==> src/rtl/riscv_pkg.sv <==
// riscv_pkg: shared widths, constants and the fetch queue entry type
package riscv_pkg;
  localparam int XLEN = 32;
  localparam int INSTR_W = 32;
  localparam logic [XLEN-1:0] PC_STEP = 32'd4;
  localparam logic [INSTR_W-1:0] NOP = 32'h0000_0013;
  typedef struct packed {
    logic [XLEN-1:0] pc;
    logic [INSTR_W-1:0] instr;
  } fetch_entry_t;
endpackage

==> src/rtl/fetch_fifo.sv <==
// fetch_fifo: DEPTH-entry in-order queue of fetch entries with synchronous clear and occupancy count
module fetch_fifo import riscv_pkg::*; #(
  parameter int DEPTH = 4,
  localparam int AW = $clog2(DEPTH),
  localparam int CW = AW + 1
) (
  input logic clk,
  input logic rst,
  input logic clear,
  input logic push,
  input logic pop,
  input fetch_entry_t din,
  output fetch_entry_t dout,
  output logic [CW-1:0] count
);
  fetch_entry_t mem [DEPTH];
  logic [AW-1:0] wp, rp;
  assign dout = mem[rp];
  always_ff @(posedge clk)
    if (rst || clear) begin
      wp <= '0;
      rp <= '0;
      count <= '0;
      if (rst)
        for (int i = 0; i < DEPTH; i++) mem[i] <= '0;
    end else begin
      if (push) begin
        mem[wp] <= din;
        wp <= wp + AW'(1);
      end
      if (pop) rp <= rp + AW'(1);
      count <= count + CW'(push) - CW'(pop);
    end
endmodule

==> src/rtl/riscv_fetch_queue.sv <==
// riscv_fetch_queue: imem request/response fetch front end with prefetch queue and redirect flush.
// Define FETCH_BYPASS_EN to let a kept response reach decode in the same cycle when the queue is empty.
module riscv_fetch_queue import riscv_pkg::*; #(
  parameter int DEPTH = 4,
  parameter int MAX_OUTST = 2,
  parameter logic [XLEN-1:0] RESET_PC = '0
) (
  input logic clk,
  input logic reset,
  input logic redirect_i,
  input logic [XLEN-1:0] redirect_pc_i,
  output logic imem_req_o,
  input logic imem_ready_i,
  output logic [XLEN-1:0] imem_addr_o,
  input logic imem_rvalid_i,
  input logic [XLEN-1:0] imem_rdata_i,
  output logic instr_valid_o,
  input logic instr_ready_i,
  output logic [XLEN-1:0] instr_o,
  output logic [XLEN-1:0] pc_o
);
  localparam int CW = $clog2(DEPTH) + 1;
  localparam int OW = $clog2(MAX_OUTST + 1);
  logic [XLEN-1:0] fetch_pc, rsp_pc;
  logic [OW-1:0] outst, drop, outst_nx;
  logic [CW-1:0] count;
  logic accept, keep, byp, push, pop, empty;
  fetch_entry_t din, head;
  // every in-flight request owns a queue slot, so a kept response always fits
  assign imem_req_o = !reset && !redirect_i && (int'(count) + int'(outst) < DEPTH) && (int'(outst) < MAX_OUTST);
  assign imem_addr_o = fetch_pc;
  assign accept = imem_req_o && imem_ready_i;
  assign keep = !reset && imem_rvalid_i && drop == '0 && !redirect_i;
  assign empty = count == '0;
  assign outst_nx = outst + OW'(accept) - OW'(imem_rvalid_i);
  assign din = '{pc: rsp_pc, instr: imem_rdata_i};
`ifdef FETCH_BYPASS_EN
  assign byp = keep && empty;
`else
  assign byp = 1'b0;
`endif
  assign instr_valid_o = !empty || byp;
  assign instr_o = byp ? imem_rdata_i : head.instr;
  assign pc_o = byp ? rsp_pc : head.pc;
  assign push = keep && !(byp && instr_ready_i);
  assign pop = !empty && instr_ready_i;
  fetch_fifo #(.DEPTH(DEPTH)) u_fifo (
    .clk(clk),
    .rst(reset),
    .clear(redirect_i),
    .push(push),
    .pop(pop),
    .din(din),
    .dout(head),
    .count(count)
  );
  always_ff @(posedge clk)
    if (reset) begin
      fetch_pc <= RESET_PC;
      rsp_pc <= RESET_PC;
      outst <= '0;
      drop <= '0;
    end else if (redirect_i) begin
      fetch_pc <= redirect_pc_i;
      rsp_pc <= redirect_pc_i;
      outst <= outst_nx;
      drop <= outst_nx;
    end else begin
      if (accept) fetch_pc <= fetch_pc + PC_STEP;
      if (keep) rsp_pc <= rsp_pc + PC_STEP;
      outst <= outst_nx;
      if (imem_rvalid_i && drop != '0) drop <= drop - OW'(1);
    end
endmodule

==> config.mk <==
export PLATFORM = sky130hd
export DESIGN_NAME = riscv_fetch_queue
export DESIGN_NICKNAME = d
export VERILOG_FILES = /design/src/rtl/riscv_pkg.sv /design/src/rtl/fetch_fifo.sv /design/src/rtl/riscv_fetch_queue.sv
export SDC_FILE = /design/constraint.sdc
export NUM_CORES = 1
export LEC_CHECK = 0
export ABC_AREA = 1
export CAP_MARGIN = 20
export CORE_ASPECT_RATIO = 0.6
export CORE_UTILIZATION = 46
export CTS_CLUSTER_SIZE = 14
export DETAILED_ROUTE_END_ITERATION = 10
export GPL_ROUTABILITY_DRIVEN = 0
export PLACE_DENSITY_LB_ADDON = 0.1
export SYNTH_ARGS = -nofsm -noshare
export SYNTH_HDL_FRONTEND = slang
export SYNTH_HIERARCHICAL = 1
export SYNTH_SLANG_ARGS = --single-unit
==> constraint.sdc <==
create_clock -name clk -period 9.7 [get_ports clk]
set_input_delay 1.94 -clock clk [delete_from_list [all_inputs] [get_ports clk]]
set_output_delay 1.94 -clock clk [all_outputs]
set_load 0.02 [all_outputs]
==> results.md <==
| Metric | This run |
|---|---|
| Outcome | finished clean |
| Pre-CTS setup slack | 4.05 ns |
| Worst Tran Pin Value | 1.14 ns |
| Vertical extent of the die | 148 um |
| Initial DRT Pass Iterations | 5 |
| Startpoint types | flop |
| Sink count of the clock tree | 333 |
| Netlist cell types | 41 |
| CTS tree | done |
| Normalized max-slew margin | 0.242 |
| Floorplan die area | 36,400 um^2 |
| Number of global-route vias before repair | 12,100 |
| Top-count cell post-synth | nor2_1 |
| Initial Utilization | 0.467 |
| Fraction of layout cells with a size suffix above 1 | 0.0829 |
| Root buffer cell | clkbuf_16 |
| TritonCTS Buffers | 34 |
| Netlist area before placement | 16,400 um^2 |
| Number of gates resized after cts | 0 |
| Crit path capture | pc_o[4] |
| Fmax | 181 MHz |
| Count of inserted antenna diode cells | 0 |
| Pwr/cell area | 166 nW/um^2 |
| Data required time at the worst endpoint | 7.76 ns |
| Number of fill cells | 3,248 |
| Drt via density | 5.27 |
| Final worst path period need | 5.54 ns |
| Final-report hold violation count | 0 |
| Post-Synthesis Mean Instance Area | 8.87 um^2 |
| Largest vdd supply drop | 0.0000962 V |
| Yosys synthesis warning count | 6 |
| Share of async-settable or async-resettable flops after synthesis | 0 |
| Area contributors post-synth | edfxtp_1, nor2_1, dfxtp_1, nand2_1, o21ai_0 |
| Switching portion of total power | 0.241 |
| Leakage power | 7.03 nW |
| Row cnt | 53 |
| Area added between synthesis and finish | 17.6% |
| Standard cell core area | 35,000 um^2 |
| Routed wire per std cell | 17.7 um |
| Setup slack of the worst register-to-register path | 6.38 ns |
| Final #Nets | 2,046 |
| Count of buffers inserted at the top-level ports | 167 |
| DRC viols | 0 |
| Power consumption | 3.19 mW |
| Global-route usage over all layers | 0.238 |
| Maximum clock insertion buffer count | 3 |
| Total vias in the final route | 13,000 |
| Sequential cell fraction of total power | 0.511 |
| R2r startpoint | drop[0]$_SDFFE_PP0P_ |
| Max Fanout on Critical Path | 111 |
| Most frequently used flop master after synthesis | edfxtp_1 |
| Fraction of the cycle the final worst path needs | 0.571 |
| Clock latency on the worst-skew pair | 0.52 ns |
| Slew Viols, Final | 0 |
| Largest net degree at the start of global routing | 112 |
| I/O pin total | 168 |
| Number of synthesized flops with an enable pin | 256 |
| Sequential cell area fraction in the yosys report | 0.564 |
| Total number of H-tree levels | 2 |
| Number of setup violations in the final report | 0 |
| R2r worst-path depth | 9 |
| End of the worst register-to-register path | u_fifo/mem[1][28]$_SDFFCE_PN0P_ |
| Path type of the worst min-delay path | flop to flop |
| Clock slew at the register clock pins of the worst setup and hold paths | 0.06 ns |
| Cts hold-fix bufs | 0 |
| DRC violation total after the first TritonRoute iteration | 1,075 |
| Worst clock skew | 0.0190 ns |
| Setup repair after global routing missed its margin | false |
| Type of element capturing the critical path | output port |
| Min-Delay Path Depth | 2 |
| Synthesized net count | 1,924 |
| Library cell occupying the most area in the post-synthesis netlist | edfxtp_1 |
| Fraction of synthesized cell area taken by the top area cell type | 0.470 |
| Power Internal | 2.42 mW |
| Combinational fraction of design power | 0.093 |
| FF+latch count, synth | 333 |
| Gr ovfl total | 0 |
| Maximum Capacitance Violations | 0 |
| Buffer count from post-CTS setup fixing | 0 |
| Die width | 246 um |
| Setup TNS after final layout | 0 ns |
| Synth Instances | 1,845 |
| Post-detailed-route count of antenna-violating nets | 0 |
| Post-DP HPWL | 27,000 um |
| Total Wirelength | 43,500 um |
| Most frequent cells after synthesis | nor2_1, nand2_1, edfxtp_1 |
| Arr. time, crit path | 3.60 ns |
| Portion of total power attributed to the clock network | 0.396 |
| Global-route wire length before repair | 67,800 um |
| Setup ws final | 4.16 ns |
| Power dissipated by switching net loads | 770 uW |
| Initial antenna violation count | 0 |
| Worst setup path category | flop to output port |
-- worst max-delay path: stages (launching register included) --
cell	delay, ns
dfxtp_4	0.51
inv_2	0.30
buf_4	0.84
o21ai_0	0.14
o21ai_0	0.54
clkdlybuf4s50_1	0.72
-- worst min path at each step --
stage	endpoint	startpoint	slack, ns
2_1_floorplan	flop	u_fifo/rp[1]$_SDFFE_PN0P_	0.41
3_3_place_gp	rsp_pc[0]$_SDFFE_PP0P_	rsp_pc[0]$_SDFFE_PP0P_	0.46
3_5_place_dp	rsp_pc[0]$_SDFFE_PP0P_	rsp_pc[0]$_SDFFE_PP0P_	0.46
4_1_cts	rsp_pc[0]$_SDFFE_PP0P_	rsp_pc[0]$_SDFFE_PP0P_	0.47
5_1_grt	rsp_pc[1]$_SDFFE_PP0P_	rsp_pc[1]$_SDFFE_PP0P_	0.49
6_report	rsp_pc[0]$_SDFFE_PP0P_	rsp_pc[0]$_SDFFE_PP0P_	0.46
-- cell families (layout without fill, tap and decap cells) --
| logic type | Yosys count | after routing | synth area share |
|---|---|---|---|
| buffers and inverters | 245 | 391 | 0.0693 |
| xor gates and xnor gates | 25 | 25 | 0.0134 |
| AOI/OAI and AO/OA | 303 | 303 | 0.0952 |
| DFF | 333 | 333 | 0.564 |
| and+or+nand+nor | 930 | 930 | 0.251 |
| adders and majority gates | 9 | 9 | 0.00734 |
-- through the flow --
stage	instance area (um^2)	utilization	hold WS, ns	std cells
finish	19200	0.550	0.463	2458
global route	19200	0.550	0.489	2458
CTS	19200	0.550	0.466	2458
detailed placement	18200	0.520	0.457	2398
global placement	18200	0.520	0.455	2398
floorplan	16400	-	0.412	1845
-- per-layer routing --
metal  wire [um]  GRT usage  vias to the layer above
met3        3020     0.0484                       54
met4         600     0.0447                        0
li1            -          -                     6322
met5           0          0                        -
met1       21100      0.366                     6195
met2       18700      0.348                      391
-- area by class of cell --
type | instances | area, um^2 | area share
Inverter | 149 | 564 | 0.0293
Multi-Input combinational cell | 1267 | 6040 | 0.314
Clock buffer | 46 | 951 | 0.0494
Sequential cell | 333 | 9230 | 0.480
Clock inverter | 14 | 97.6 | 0.00507
Timing Repair Buffer | 182 | 1770 | 0.0922
Tap cell | 467 | 584 | 0.0304
-- power by group through the flow --
stage | Clock [mW] | Sequential, mW | Combinational (mW)
floorplan | 0 | 1.66 | 0.162
global placement | 0 | 1.66 | 0.295
CTS | 1.28 | 1.63 | 0.300
detailed placement | 0 | 1.66 | 0.298
global route | 1.34 | 1.64 | 0.326
finish | 1.26 | 1.63 | 0.298
-- sequential cells by signal, indices dropped and copies added (netlist names), named ones only --
register / cells
u_fifo/rp: 2
u_fifo/mem: 256
outst: 2
u_fifo/count: 3
rsp_pc: 32
imem_addr_o: 32
drop: 2
u_fifo/wp: 2
-- cells in the final DEF (no fill, tap or decap), types with 8 or more instances in the layout --
cell type,Yosys,routed
clkbuf_16,0,36
a21oi_1,52,52
nor2_1,503,503
ha_1,8,8
inv_1,138,137
dfxtp_1,77,76
clkdlybuf4s50_1,0,165
nor2_4,12,12
edfxtp_1,256,256
a31oi_1,15,15
nor3_2,46,46
clkinv_2,0,9
nor3_1,18,18
nand3_1,40,40
o21ai_0,197,196
inv_2,10,9
xor2_1,18,18
nand2_1,274,271
o21ai_1,31,31
buf_4,7,15
Note: power is estimated with default switching activity, not from simulation.
